<file path="src/rtl/bsg_operand_pair_join.sv">
// Buffers operands A and B in independent 2-entry FIFOs and presents a
// matched {A, B} pair on a valid/yumi port once both sides hold data.

module bsg_operand_pair_join_fifo #(
  parameter int width_p = 16
) (
  input  logic               clk_i,
  input  logic               reset_i,
  input  logic               v_i,
  input  logic [width_p-1:0] data_i,
  output logic               ready_o,
  input  logic               deq_i,
  output logic               nonempty_o,
  output logic [width_p-1:0] data_o
);

  localparam int els_p = 2;

  typedef enum logic [1:0] {
    EMPTY = 2'd0,
    ONE   = 2'd1,
    FULL  = 2'd2
  } count_e;

  logic [width_p-1:0] r_mem [els_p];
  logic               r_wptr;
  logic               r_rptr;
  count_e             r_count;
  count_e             w_countNext;
  logic               w_enq;

  // Ready comes only from registered occupancy, forced low while in reset.
  assign ready_o    = (r_count != FULL) & ~reset_i;
  assign w_enq      = v_i & ready_o;
  assign nonempty_o = (r_count != EMPTY);
  assign data_o     = r_mem[r_rptr];

  always_comb begin
    w_countNext = r_count;
    if (w_enq && !deq_i) begin
      unique case (r_count)
        EMPTY:   w_countNext = ONE;
        ONE:     w_countNext = FULL;
        default: w_countNext = r_count;
      endcase
    end else if (deq_i && !w_enq) begin
      unique case (r_count)
        FULL:    w_countNext = ONE;
        ONE:     w_countNext = EMPTY;
        default: w_countNext = r_count;
      endcase
    end
  end

  always_ff @(posedge clk_i) begin
    if (reset_i) begin
      r_mem[0] <= '0;
      r_mem[1] <= '0;
      r_wptr   <= 1'b0;
      r_rptr   <= 1'b0;
      r_count  <= EMPTY;
    end else begin
      if (w_enq) begin
        r_mem[r_wptr] <= data_i;
        r_wptr        <= ~r_wptr;
      end
      if (deq_i) begin
        r_rptr <= ~r_rptr;
      end
      r_count <= w_countNext;
    end
  end

endmodule

module bsg_operand_pair_join #(
  parameter int width_p = 16
) (
  input  logic               clk_i,
  input  logic               reset_i,
  input  logic               a_v_i,
  input  logic [width_p-1:0] a_data_i,
  output logic               a_ready_o,
  input  logic               b_v_i,
  input  logic [width_p-1:0] b_data_i,
  output logic               b_ready_o,
  output logic               v_o,
  output logic [width_p-1:0] a_o,
  output logic [width_p-1:0] b_o,
  input  logic               yumi_i
);

  logic w_aNonempty;
  logic w_bNonempty;
  logic w_deq;

  // Qualifying yumi with v_o keeps an illegal consume from touching state.
  assign v_o   = w_aNonempty & w_bNonempty;
  assign w_deq = yumi_i & v_o;

  bsg_operand_pair_join_fifo #(.width_p(width_p)) u_aFifo (
    .clk_i      (clk_i),
    .reset_i    (reset_i),
    .v_i        (a_v_i),
    .data_i     (a_data_i),
    .ready_o    (a_ready_o),
    .deq_i      (w_deq),
    .nonempty_o (w_aNonempty),
    .data_o     (a_o)
  );

  bsg_operand_pair_join_fifo #(.width_p(width_p)) u_bFifo (
    .clk_i      (clk_i),
    .reset_i    (reset_i),
    .v_i        (b_v_i),
    .data_i     (b_data_i),
    .ready_o    (b_ready_o),
    .deq_i      (w_deq),
    .nonempty_o (w_bNonempty),
    .data_o     (b_o)
  );

  always_ff @(posedge clk_i) begin
    if (!reset_i) begin
      assert (!(yumi_i && !v_o));
    end
  end

endmodule

</file>
<file path="config.mk">
export PLATFORM = sky130hd
export DESIGN_NAME = bsg_operand_pair_join
export DESIGN_NICKNAME = d
export VERILOG_FILES = /design/src/rtl/bsg_operand_pair_join.sv
export SDC_FILE = /design/constraint.sdc
export NUM_CORES = 1
export LEC_CHECK = 0
export CAP_MARGIN = 0
export CORE_MARGIN = 4
export CORE_UTILIZATION = 56
export CTS_BUF_LIST = sky130_fd_sc_hd__clkbuf_4 sky130_fd_sc_hd__clkbuf_8
export DETAILED_ROUTE_END_ITERATION = 6
export PLACE_DENSITY = 0.87
export SLEW_MARGIN = 5
export SYNTH_ARGS = -nofsm -noshare
export SYNTH_HDL_FRONTEND = slang
export SYNTH_HIERARCHICAL = 1
export SYNTH_SLANG_ARGS = --single-unit
</file>
<file path="constraint.sdc">
create_clock -name clk_i -period 4.3 [get_ports clk_i]
set_input_delay 0.86 -clock clk_i [delete_from_list [all_inputs] [get_ports clk_i]]
set_output_delay 0.86 -clock clk_i [all_outputs]
set_load 0.01 [all_outputs]
</file>
Yosys cells after proc, flatten, opt, wreduce, memory -nomap -nowiden
Memories as Yosys holds them, arrays and structs flattened. A register that Yosys moved wholly into a read port is not among the register bits.
Index checks and enable logic that the tools add are counted.
{"block": "totals", "word_cells": 72, "output_inout_bits": 35, "input_bits": 37, "ramBits": 64, "n_memories": 2, "regBits": 8}
{"memory": "u_aFifo.r_mem", "depth": 2, "width": 16, "rd": 1, "rd_clocked_by_memory_dff": 1, "wr": 2, "line_no": "25", "rtl": "logic [width_p-1:0] r_mem [els_p];"}
{"memory": "u_bFifo.r_mem", "depth": 2, "width": 16, "rd": 1, "rd_clocked_by_memory_dff": 1, "wr": 2, "line_no": "25"}
{"block": "classes", "bitwise": 11, "reduce_logical": 19, "mux": 26, "n_eq_ne": 8}
{"operator": "2-to-1 mux 16 bit", "count": 2}
{"operator": "OR reduction 16 bit", "count": 2}
{"operator": "2-to-1 mux 1 bit", "count": 16}
{"operator": "one-hot mux 2 bit (2 select lines)", "count": 4}
{"operator": "2-to-1 mux 2 bit", "count": 4}
{"operator": "nonzero test 2 bit", "count": 4}
{"operator": "bitwise AND 1 bit", "count": 6}
{"operator": "inequality test 3 bit (second input constant)", "count": 2}
{"operator": "AND reduction 3 bit", "count": 2}
{"operator": "nonzero test 3 bit", "count": 2}
{"operator": "inverter 1 bit", "count": 5}
{"operator": "== test 2 x 1 -> 1 bit (second input constant)", "count": 2}
{"operator": "== test 2 bit (second input constant)", "count": 2}
{"operator": "logical AND 1 bit", "count": 4}
{"operator": "zero test 2 bit", "count": 2}
{"operator": "inequality test 2 bit (second input constant)", "count": 2}
{"operator": "zero test 1 bit", "count": 3}

Logic depth before layout (Yosys ltp)
{"block": "depth", "ltp_word": 8, "mapped_depth": 8, "ltp_nobuf": 8}

Hierarchy
Netlist, hierarchy kept.
{"module": "bsg_operand_pair_join_fifo", "seq_area_each_um2": 1061.0, "instances": 2, "area_per_inst_um2": 1626.6, "cells_per_inst": 136}
{"module": "bsg_operand_pair_join", "seq_area_each_um2": 0.0, "instances": 1, "area_per_inst_um2": 12.5, "cells_per_inst": 2}

Worst setup path before layout
OpenSTA, ideal clock, no wires.
{"block": "synth_path", "path_kind": "input to register", "start": "input a_v_i", "end": "memory u_aFifo.r_mem[0][0], enable pin", "stages": 4, "arrival_time_ps": 1839, "t_required_ps": 3925, "setup_time_ps": 375, "path_buffers": 1, "setup_slack_ps": 2087, "cell_sequence": "buf_2 > inv_1 > or3_1 > nand2b_1"}
{"element": "start: declaration", "line_no": "81", "rtl": "input logic a_v_i,"}
{"element": "end: declaration", "line_no": "25"}

Worst setup path in the final report
{"block": "layout_path", "start": "input reset_i", "end": "output b_ready_o"}
{"block": "layout_via", "elab_chain_cells": 2}
{"element": "start: declaration", "line_no": "80", "rtl": "input logic reset_i,"}
{"element": "inverter 1 bit", "line_no": "33", "rtl": "assign ready_o = (r_count != FULL) & ~reset_i;"}
{"element": "bitwise AND 1 bit", "line_no": "33"}
{"element": "end: declaration", "line_no": "86", "rtl": "output logic b_ready_o,"}
No other way between the ends.

==> metrics.txt <==
Setup TNS=0 ns; die footprint=7120 um^2; post-CTS setup buffers=0; Critical-path top delay cell=clkdlybuf4s50_1; largest net degree at the start of global routing=23; CP bufs+invs=2; Post-Synth Simple-Gate Area=15.8%; hold_buf cts=0; Layout fillers=385; Compound-Gate Fraction of Synth Area=3.14%; max-slew violation count=0; worst hold endpoint=u_bFifo/r_rptr$_SDFFE_PP0P_; Fmax=305 MHz; Reg clk slew, reported paths=0.07 ns; Rel. slew slack=48.5%; routed vias/inst=5.26; critical path class=in -> out; Startpoint Class=input pin; Area Growth Syn to Fin=27.2%; ant diodes=0; most frequent cells in the layout=nor2_1, clkdlybuf4s50_1, edfxtp_1; IO buf count=71; met3 GRT Util=3.24%; Min-Delay Startpoint=u_bFifo/r_rptr$_SDFFE_PP0P_; max incr delay on CP=0.76 ns; placed insts=402; syn avg cell area=11.9 um^2; r2r setup slk=2.49 ns; post-cts sizing count=0; CP required=3.44 ns; initial antenna violation count=0; period utilisation layout=76.1%; Unique masters post-synth=23; DIE WIDTH=84.4 um; largest family of logic cells by synthesized area=simple AND/OR/NAND/NOR gates; first-pass GRT wire length=10,100 um; WHS Path Cells=2; CP most frequent cell=clkdlybuf4s50_1; Post-Syn Nets=313; post-DP HPWL=4210 um; HP Class=reg -> reg; RePlAce Congestion=0.768; Ys Warns=6; row cnt=27; Seq cells post-synth=74; sequential fraction of the synthesis area=65.0%; Synth Area in Adders=0.766%; GRT overflow=0; min Tclk post-route=3.27 ns; Synth Area in XOR/XNOR=0.536%; Worst path top cell family by delay=buffers and inverters; critical path, cell by cell=clkdlybuf4s50_1 > nor2_1 > clkdlybuf4s50_1; Total Wirelength=6330 um; GR met1 Demand/Resource=22.6%; Final Setup Violations=0; Final Power=1.51 mW; Crit Path Max Fanout=22; vias in the first global route=2,160; Routed Antenna Nets=0; r2r endpoint=u_aFifo/r_mem[0][7]$_SDFFCE_PN0P_; starting density of the core=58.6%; # IOs=72; mux contribution to synthesized area=11.0%; cts bufs inserted=9; Mapped Area=3270 um^2; CP endpoint kind=output pin; Final #Nets=380; Die H=84.4 um; PwrDens=363 nW/um^2; maximum vdd drop=0.213 mV; TritonCTS clock tree=yes; layout cells sized above 1=15.3%; wire per inst=15.2 um; Post-Syn Instances=274; Worst-Margin Slew=0.773 ns; Final Instance Count excl. Fillers=418; Clk Tree Root Cell=clkbuf_8; Vias=2,199; Iter 0 DRT Violations=162; GR Util All Layers=18.3%; reg2reg start=u_aFifo/r_count[1]$_SDFFE_PP0P_; gr busiest metal=met2; met2 Usage GRT=31.6%; deepest clock path buffer count=2; outcome=complete, no violations; RSZ-0062 raised after global routing=no; P_leak=1.56 nW; FF-to-FF path depth=3; DRC viols=0; Clk Latency, worst-skew pair=0.32 ns; most common cell after layout, fill and taps aside=nor2_1; Fin. Hold Viols=0; max-cap violation count=0; Worst EP arrival=2.41 ns; # clock sinks=74; Final Skew=0.00829 ns; Hold Slack=0.523 ns; H-tree Lvls=3; CORE AREA=5570 um^2; Pre-antenna DRT Iters=5
tightest hold or removal path: stages, from the launching register on:
cell and delay [ns]:
dfxtp_1 0.32, xnor2_1 0.09, nor2_1 0.08
where the power goes:
part	internal (mW)	switching (mW)	leakage (nW)
registers	0.828	0.0126	0.763
logic	0.100	0.0872	0.703
clock network	0.258	0.221	0.0988
total	1.19	0.321	1.56
sequential cells by signal, summed over array words and instances, names as in the netlist, named ones only:
register         count
u_aFifo/r_count      2
u_bFifo/r_wptr       1
u_bFifo/r_rptr       1
u_aFifo/r_wptr       1
u_aFifo/r_rptr       1
u_bFifo/r_mem       32
u_aFifo/r_mem       32
u_bFifo/r_count      2
how the worst max path moves through the flow:
stage / endpoint / from / slack [ns] / depth (start not counted)
2_1_floorplan: u_aFifo/r_mem[0][0]$_SDFFCE_PN0P_ / a_v_i / 2.09 / 4
3_3_place_gp: b_ready_o / reset_i / 1.12 / 3
3_5_place_dp: u_bFifo/r_mem[0][0]$_SDFFCE_PN0P_ / b_v_i / 1.04 / 4
4_1_cts: b_ready_o / reset_i / 1.03 / 3
5_1_grt: a_ready_o / reset_i / 0.91 / 3
6_report: b_ready_o / reset_i / 1.03 / 3
cells by family (layout without fill, tap and decap cells):
kind of cell / after synthesis / count (layout)
multiplexers: 32 / 32
buffers and inverters: 22 / 94
adder cells (fa/ha/maj): 2 / 2
AO/OA/AOI/OAI: 18 / 18
XOR/XNOR: 2 / 2
AND/OR/NAND/NOR: 124 / 124
flip-flops: 74 / 74
cell type report:
type | instances | area [um^2] | share of cell area [%]
tap | 72 | 90.1 | 2.17
sequential | 74 | 2120 | 51.1
multi-input combinational | 178 | 1020 | 24.6
inverter | 6 | 22.5 | 0.542
timing repair buffer | 72 | 718 | 17.3
clock buffer | 15 | 175 | 4.22
clock inverter | 1 | 5.00 | 0.120
per-stage QoR:
stage,area [um^2],utilization [%],worst slack (ns)
2_1_floorplan,3270,-,2.09
3_3_place_gp,3970,71.3,1.12
3_5_place_dp,3970,71.3,1.04
4_1_cts,4150,74.5,1.03
5_1_grt,4150,74.5,0.912
6_report,4150,74.5,1.03
per-layer routing:
metal / wire length [um] / vias up / part of all wire [%]
li1: - / 1076 / -
met1: 2600 / 1056 / 41
met2: 3410 / 61 / 54
met3: 268 / 6 / 4.2
met4: 58 / 0 / 0.92
met5: 0 / - / 0
synth_stat cells:
master	instances	area share, %
nand2b_1	4	0.77
mux2_2	32	11
and3_1	1	0.19
nor3_1	2	0.31
and2_1	1	0.19
ha_1	2	0.77
a21oi_1	6	0.92
o21ai_0	8	1.2
nand2_1	32	3.7
clkbuf_1	4	0.46
nor2_1	72	8.3
nor2_2	2	0.38
xnor2_1	2	0.54
buf_6	4	1.4
or3_1	4	0.77
inv_1	6	0.69
dfxtp_1	10	6.1
nand3b_1	2	0.46
buf_2	8	1.2
edfxtp_1	64	59
nor2b_1	4	0.77
a22oi_1	2	0.46
a31o_2	2	0.54
Power figures use the tool's default switching activity.
